**src/rtl/mult_fu.sv**
```systemverilog
// mult_fu: pipelined 32x32 RV32M multiplier feeding the CDB arbiter.
// The result is held in an output slot until cdb_ack; a withheld ack stalls the
// whole pipeline and drops issue_ready.
// STAGES counts every register from issue to the presented result, including
// the output slot, so an op issued in cycle 0 is presented in cycle STAGES.
// Optional feature: define MULT_FU_SKID_EN to turn the output slot into a
// 2-entry FIFO so one result can be absorbed while the CDB withholds ack.
module mult_fu #(
    parameter int unsigned STAGES    = 4,
    parameter int unsigned ROB_TAG_W = 5
) (
    input  logic                 clock,
    input  logic                 reset,
    input  logic                 clear,
    input  logic                 issue_valid,
    output logic                 issue_ready,
    input  logic [1:0]           issue_func,
    input  logic [31:0]          issue_rs1,
    input  logic [31:0]          issue_rs2,
    input  logic [ROB_TAG_W-1:0] issue_rob_tag,
    input  logic                 cdb_ack,
    output logic                 done,
    output logic [ROB_TAG_W-1:0] out_rob_tag,
    output logic [31:0]          out_v
);

    localparam int unsigned DATA_W = 32;
    localparam int unsigned PROD_W = 64;
    localparam int unsigned EXT_W  = PROD_W - DATA_W;
    // Internal stage registers; the output slot supplies the last register.
    localparam int unsigned NSTG   = STAGES - 1;
`ifdef MULT_FU_SKID_EN
    localparam int unsigned SLOT_N = 2;
`else
    localparam int unsigned SLOT_N = 1;
`endif

    localparam logic [1:0] FUNC_MUL    = 2'b00;
    localparam logic [1:0] FUNC_MULH   = 2'b01;
    localparam logic [1:0] FUNC_MULHSU = 2'b10;

    typedef struct packed {
        logic                 valid;
        logic [ROB_TAG_W-1:0] tag;
        logic [DATA_W-1:0]    res;
    } entry_t;

    entry_t stg_q [NSTG];
    entry_t stg_d [NSTG];
    entry_t slot_q [2];
    entry_t slot_d [2];

    logic              sext_a_c;
    logic              sext_b_c;
    logic [PROD_W-1:0] op_a_c;
    logic [PROD_W-1:0] op_b_c;
    logic [PROD_W-1:0] prod_c;
    logic [DATA_W-1:0] res_c;
    logic              slot_free_c;
    logic              advance_c;
    logic              pop_c;

    // Operand extension and product; the low 64 bits of the wrapped product
    // equal bits [63:0] of the exact 66-bit signed product.
    always_comb begin
        sext_a_c = (issue_func == FUNC_MULH) || (issue_func == FUNC_MULHSU);
        sext_b_c = (issue_func == FUNC_MULH);
        op_a_c   = {{EXT_W{sext_a_c & issue_rs1[DATA_W-1]}}, issue_rs1};
        op_b_c   = {{EXT_W{sext_b_c & issue_rs2[DATA_W-1]}}, issue_rs2};
        prod_c   = op_a_c * op_b_c;
        res_c    = (issue_func == FUNC_MUL) ? prod_c[DATA_W-1:0]
                                            : prod_c[PROD_W-1:DATA_W];
    end

    // Global advance: the slot can take a result, so everything may shift.
    always_comb begin
        slot_free_c = !slot_q[SLOT_N-1].valid || cdb_ack;
        advance_c   = slot_free_c;
        issue_ready = advance_c;
        pop_c       = cdb_ack && slot_q[0].valid;
    end

    // Stage shift register: load on advance, hold on stall, flush on clear.
    always_comb begin
        stg_d = stg_q;
        if (advance_c) begin
            stg_d[0].valid = issue_valid;
            stg_d[0].tag   = issue_rob_tag;
            stg_d[0].res   = res_c;
            for (int unsigned k = 1; k < NSTG; k++) begin
                stg_d[k] = stg_q[k-1];
            end
        end
        if (clear) begin
            for (int unsigned k = 0; k < NSTG; k++) begin
                stg_d[k].valid = 1'b0;
            end
        end
    end

    // Output slot: consume the head on ack, refill from the last stage in order.
    always_comb begin
        slot_d = slot_q;
        if (pop_c) begin
            slot_d[0]       = slot_q[1];
            slot_d[1].valid = 1'b0;
        end
        if (advance_c && stg_q[NSTG-1].valid) begin
            if (!slot_d[0].valid) begin
                slot_d[0] = stg_q[NSTG-1];
            end else if (SLOT_N > 1) begin
                slot_d[1] = stg_q[NSTG-1];
            end
        end
        if (clear) begin
            slot_d[0].valid = 1'b0;
            slot_d[1].valid = 1'b0;
        end
    end

    // State registers with asynchronous active-low reset.
    always_ff @(posedge clock or negedge reset) begin
        if (!reset) begin
            for (int unsigned k = 0; k < NSTG; k++) begin
                stg_q[k] <= '0;
            end
            slot_q[0] <= '0;
            slot_q[1] <= '0;
        end else begin
            stg_q  <= stg_d;
            slot_q <= slot_d;
        end
    end

    assign done        = slot_q[0].valid;
    assign out_rob_tag = slot_q[0].tag;
    assign out_v       = slot_q[0].res;

endmodule

```
**config.mk**
```make
export PLATFORM = sky130hd
export DESIGN_NAME = mult_fu
export DESIGN_NICKNAME = d
export VERILOG_FILES = /design/src/rtl/mult_fu.sv
export SDC_FILE = /design/constraint.sdc
export NUM_CORES = 2
export LEC_CHECK = 0
export BUFFER_PORTS_ARGS = -buffer_cell sky130_fd_sc_hd__buf_2
export CORE_MARGIN = 2
export CORE_UTILIZATION = 60
export DETAILED_ROUTE_END_ITERATION = 10
export GPL_TIMING_DRIVEN = 0
export PLACE_DENSITY = 0.8
export SLEW_MARGIN = 20
export SYNTH_ARGS = -nofsm -noshare
export SYNTH_HDL_FRONTEND = slang
export SYNTH_SLANG_ARGS = --single-unit
export TNS_END_PERCENT = 1
```
**constraint.sdc**
```tcl
create_clock -name clock -period 1.57 [get_ports clock]
set_clock_uncertainty 0.1 [all_clocks]
set_input_delay 0.157 -clock clock [delete_from_list [all_inputs] [get_ports clock]]
set_output_delay 0.157 -clock clock [all_outputs]
set_load 0.01 [all_outputs]
```
* Word level (Yosys, flattened, before mapping) *
Cells that the tools add are included.

operators by class
  multiply operators = 1
  equality and inequality tests = 2
  multiplexer cells = 10
  bitwise operators = 2
  reduce and logical (&&, ||, !) cells = 8

operator list
  cell                number
  $mux 114            1
  $mux 38             2
  $mul 33x33->64      1
  $mux 39             1
  $mux 32             1
  $mux 1              5
  $reduce_bool 2->1   2
  $and 1x1->1         2
  $eq 2x1->1 const B  1
  $eq 2x2->1 const B  1
  $logic_and 1x1->1   2
  $logic_not 2->1     1
  $logic_or 1x1->1    2
  $logic_not 1->1     1

word-level totals
  register bits = 153
  bits of input ports = 76
  output and inout bits = 39
  logic and storage cells = 36

* Logic depth before layout (Yosys ltp) *
  word-level depth = 7
  gate-level depth with buffers = 32
  depth with buffers taken out = 30

* Worst setup path before layout *
No wires, ideal clock.

  path type = input -> register
  from = input issue_func[0]
  to = register stg_q[107] in the netlist's numbering
  library setup time = 138 ps
  data arrival time = 8077 ps
  required time = 1332 ps
  path slack = -6746 ps
  stages = 30
  buffers on the path = 2
  cell sequence = inv_1 > ha_1 > and2_0 > clkbuf_1 > nand2_1 > inv_1 > fa_1 > inv_1 > fa_1 > inv_1 > fa_1 > inv_1 > fa_1 > fa_1 > fa_1 > fa_1 > fa_1 > inv_1 > ha_1 > clkbuf_1 > a21o_1 > a21o_1 > a21oi_1 > nor2b_1 > o21a_1 > o21a_1 > o21a_1 > a311oi_1 > xnor2_1 > a21oi_1

on the way
  cells in the longest elaborated chain, start to end = 5
  elaborated cells between the ends (all ways) = 8
  those cells by class = mul: 1; eq/ne: 2; mux: 1; bitwise: 2; reduce/logical: 2

ends and longest elaborated chain
  what                                      line    text
  from (decl)                               17      input logic [1:0] issue_func,
  $eq 2x1->1 or $eq 2x2->1 (tied branches)  66, 67
  $logic_or 1x1->1                          66      sext_a_c = (issue_func == FUNC_MULH) || (issue_func == FUNC_MULHSU);
  $and 1x1->1                               68      op_a_c = {{EXT_W{sext_a_c & issue_rs1[DATA_W-1]}}, issue_rs1};
  $mul 33x33->64                            70      prod_c = op_a_c * op_b_c;
  $mux 32 *                                 71      res_c = (issue_func == FUNC_MUL) ? prod_c[DATA_W-1:0]
  to (signal assigned)                      130     stg_q <= stg_d;
  to (decl)                                 48      entry_t stg_q [NSTG];

Mark *: on every way between the ends. The rest lies on a longest branch, timed or not.
A chain may end at the register's enable or synchronous reset.

* Final worst setup path *
  from = input issue_rs2[5]
  to = register stg_q[107] in the netlist's numbering

on the way
  cells in the longest elaborated chain, start to end = 2

ends and longest elaborated chain
  what            line  text
  from (decl)     19    input logic [31:0] issue_rs2,
  $mul 33x33->64  70
  $mux 32         71

Every way passes these cells.

==> metrics.csv <==
stage,metric,value,unit
outcome,status,"finished, violations left",
outcome,violations,negative setup slack,
sta,worst_pin_slew,1110,ps
clock_tree,clock_tree.buffer_depth,2,
yosys,synth_top_cell_by_area,fa_1,
floorplanning,start_util,0.604,
final_layout,syn_to_final_growth,10.7,%
critical_path,endpoint_kind,flop,
final_layout,nNetsFinal,6488,
sta,period_minus_slack,7880,ps
yosys,synthTopCellsByCount,"inv_1, nand2_1, fa_1",
placement,place_congestion,1.06,
yosys,synth_cell_types,60,
sta,fin_crit_sh,5.02,
final_layout,final-instance-count-excl-fill,6049,
placement,dp_hpwl,136000,µm
clock_tree,cts_tree,yes,
yosys,synth_nets,6332,
floorplanning,die_w,275,µm
critical_path,crit_required,1740,ps
global_routing,grt_max_degree,99,
clock_tree,root_buffer,clkbuf_16,
floorplanning,rows,99,
sta,setup_ws,-6310,ps
sta,finalSetupViolations,115,
yosys,async_flop_share,1.00,
route,ant_nets,0,
sta,slew_headroom,0.257,
sta,hold_ws,90.8,ps
clock_tree,clock_sinks,152,
critical_path,slowest_stage,fa_1,
route,wirelength,168000,µm
yosys,synth_edf_count,0,
yosys,ys_ff_latch,152,
route,drt-initial-drc-count,4108,
yosys,synth_seq_area_share,0.0866,
global_routing,grt_first_pass_wirelength,243000,µm
global_routing,grt_antenna_before_repair,13,
floorplanning,core_area,0.0727,mm²
clock_tree,htreeDepth,4,
hold_path,hp-class,in -> reg,
yosys,synth_top_area_share,0.513,
floorplanning,ios,115,
route,num_vias,36300,
sta,slew_violations,0,
floorplanning,dieArea,0.0754,mm²
yosys,synth_area,0.0439,mm²
clock_tree,cts_made_buffers,17,
global_routing,grt.overflow.total,0,
global_routing,grt_pass1_vias,37700,
yosys,synth_ff_type,dfrtp_1,
route,wl_per_cell,27.7,µm
placement,io_buffers,111,
critical_path,max_stage_delay,580,ps
sta,max_clock_freq,127,MHz
yosys,synth_cells,4917,
sta,rsz0062_at_grt,true,
sta,fin_tns_setup,-196070,ps
global_routing,grt_use_total,0.457,
critical_path,worstPathMaxFanout,10,
critical_path,startpoint_type,input pin,
route,dr.pass1.iters,9,
clock_tree,clk_pin_slew,60,ps
yosys,avgSynthCellArea,8.94,µm²
run,drv_cap,0,
clock_tree,clkLatencyLatePin,420,ps
critical_path,cpMostUsedCell,fa_1,
route,drc,0,
critical_path,arrival,8050,ps
critical_path,crit_type,in -> reg,
placement,place_inst,5988,
yosys,yosysMostFrequentCell,inv_1,
yosys,yosys_warnings,0,
final_layout,fin_util,0.669,
route,viasPerCell,6.00,
final_layout,drive_gt1_frac,0.112,
yosys,synth_area_leaders,"fa_1, inv_1, nand2_1",
sta,finalHoldViolCount,0,
floorplanning,die_h,275,µm
[cell families after synthesis]
logic type / after synthesis / share of synthesized area
adders and majority gates: 1339 / 0.573
xor gates and xnor gates: 70 / 0.0140
DFF: 152 / 0.0866
AOI/OAI and AO/OA: 306 / 0.0438
muxes: 5 / 0.00117
buffers and inverters: 1467 / 0.125
and+or+nand+nor: 1578 / 0.156
[placed cells by master (no fill, tap or decap), types with 64 or more instances in the layout]
cell,count
fa_1,1096
dfrtp_1,152
ha_1,195
and2_1,269
buf_2,114
inv_1,1172
nand2_1,1112
clkbuf_2,64
nor2_1,75
a21oi_1,70
[critical path: cells and delay by family]
kind | cells | cell delay, ps
and+or+nand+nor | 6 | 1180
buffers and inverters | 9 | 1370
adders and majority gates | 9 | 4250
xor gates and xnor gates | 1 | 260
AOI/OAI and AO/OA | 4 | 800
[per-stage QoR]
step,area (µm²),setup WS [ps]
3_3_place_gp,45900,-8220
5_1_grt,48600,-6430
3_5_place_dp,45900,-8120
2_1_floorplan,44100,-5900
4_1_cts,48300,-6210
6_report,48600,-6310
[layer usage]
metal	global-route usage	share of wire	vias to the layer above
met4	0.342	0.098	12
li1	-	-	14400
met3	0.155	0.14	791
met5	0	0.00061	-
met2	0.665	0.42	2695
met1	0.568	0.34	18400
[sequential cells by signal, summed over array words and instances, names as in the netlist]
name / cells
stg_q: 114
out_rob_tag: 5
out_v: 32
done: 1
[area by class of cell]
type / instances / area (µm²)
fillers: 5950 / 24100
clock inverters: 13 / 216
plain buffers: 261 / 2180
multi-input cells: 3298 / 35300
inverters: 1196 / 4520
diodes: 5 / 12.5
well taps: 959 / 1200
clock buffers: 18 / 439
flip-flops and latches: 152 / 3800
repair buffers: 147 / 960
[worst paths after layout]
check                             startpoint  depth (start not counted)          to  slack [ps]
worst max-delay path            issue_rs2[5]                         29  stg_q[107]       -6310
worst min-delay path            issue_rs2[0]                          3   stg_q[76]          90
worst max register to register          done                          6  stg_q[106]        -250
worst min register to register    stg_q[110]                          2   stg_q[72]         370
max in group asynchronous              reset                          3   stg_q[87]         420
min in group asynchronous              reset                          2   stg_q[30]         140
[timing repair]
item,in CTS,in global routing
pin swaps,40,35
hold buffers,8,0
setup endpoints to repair,153,148
gates resized for setup,513,161
endpoints found under the hold margin,63,0
setup buffers,19,8
Power is not shown: default switching activity piles up to over one toggle a cycle in this logic, so the estimate is an artifact.
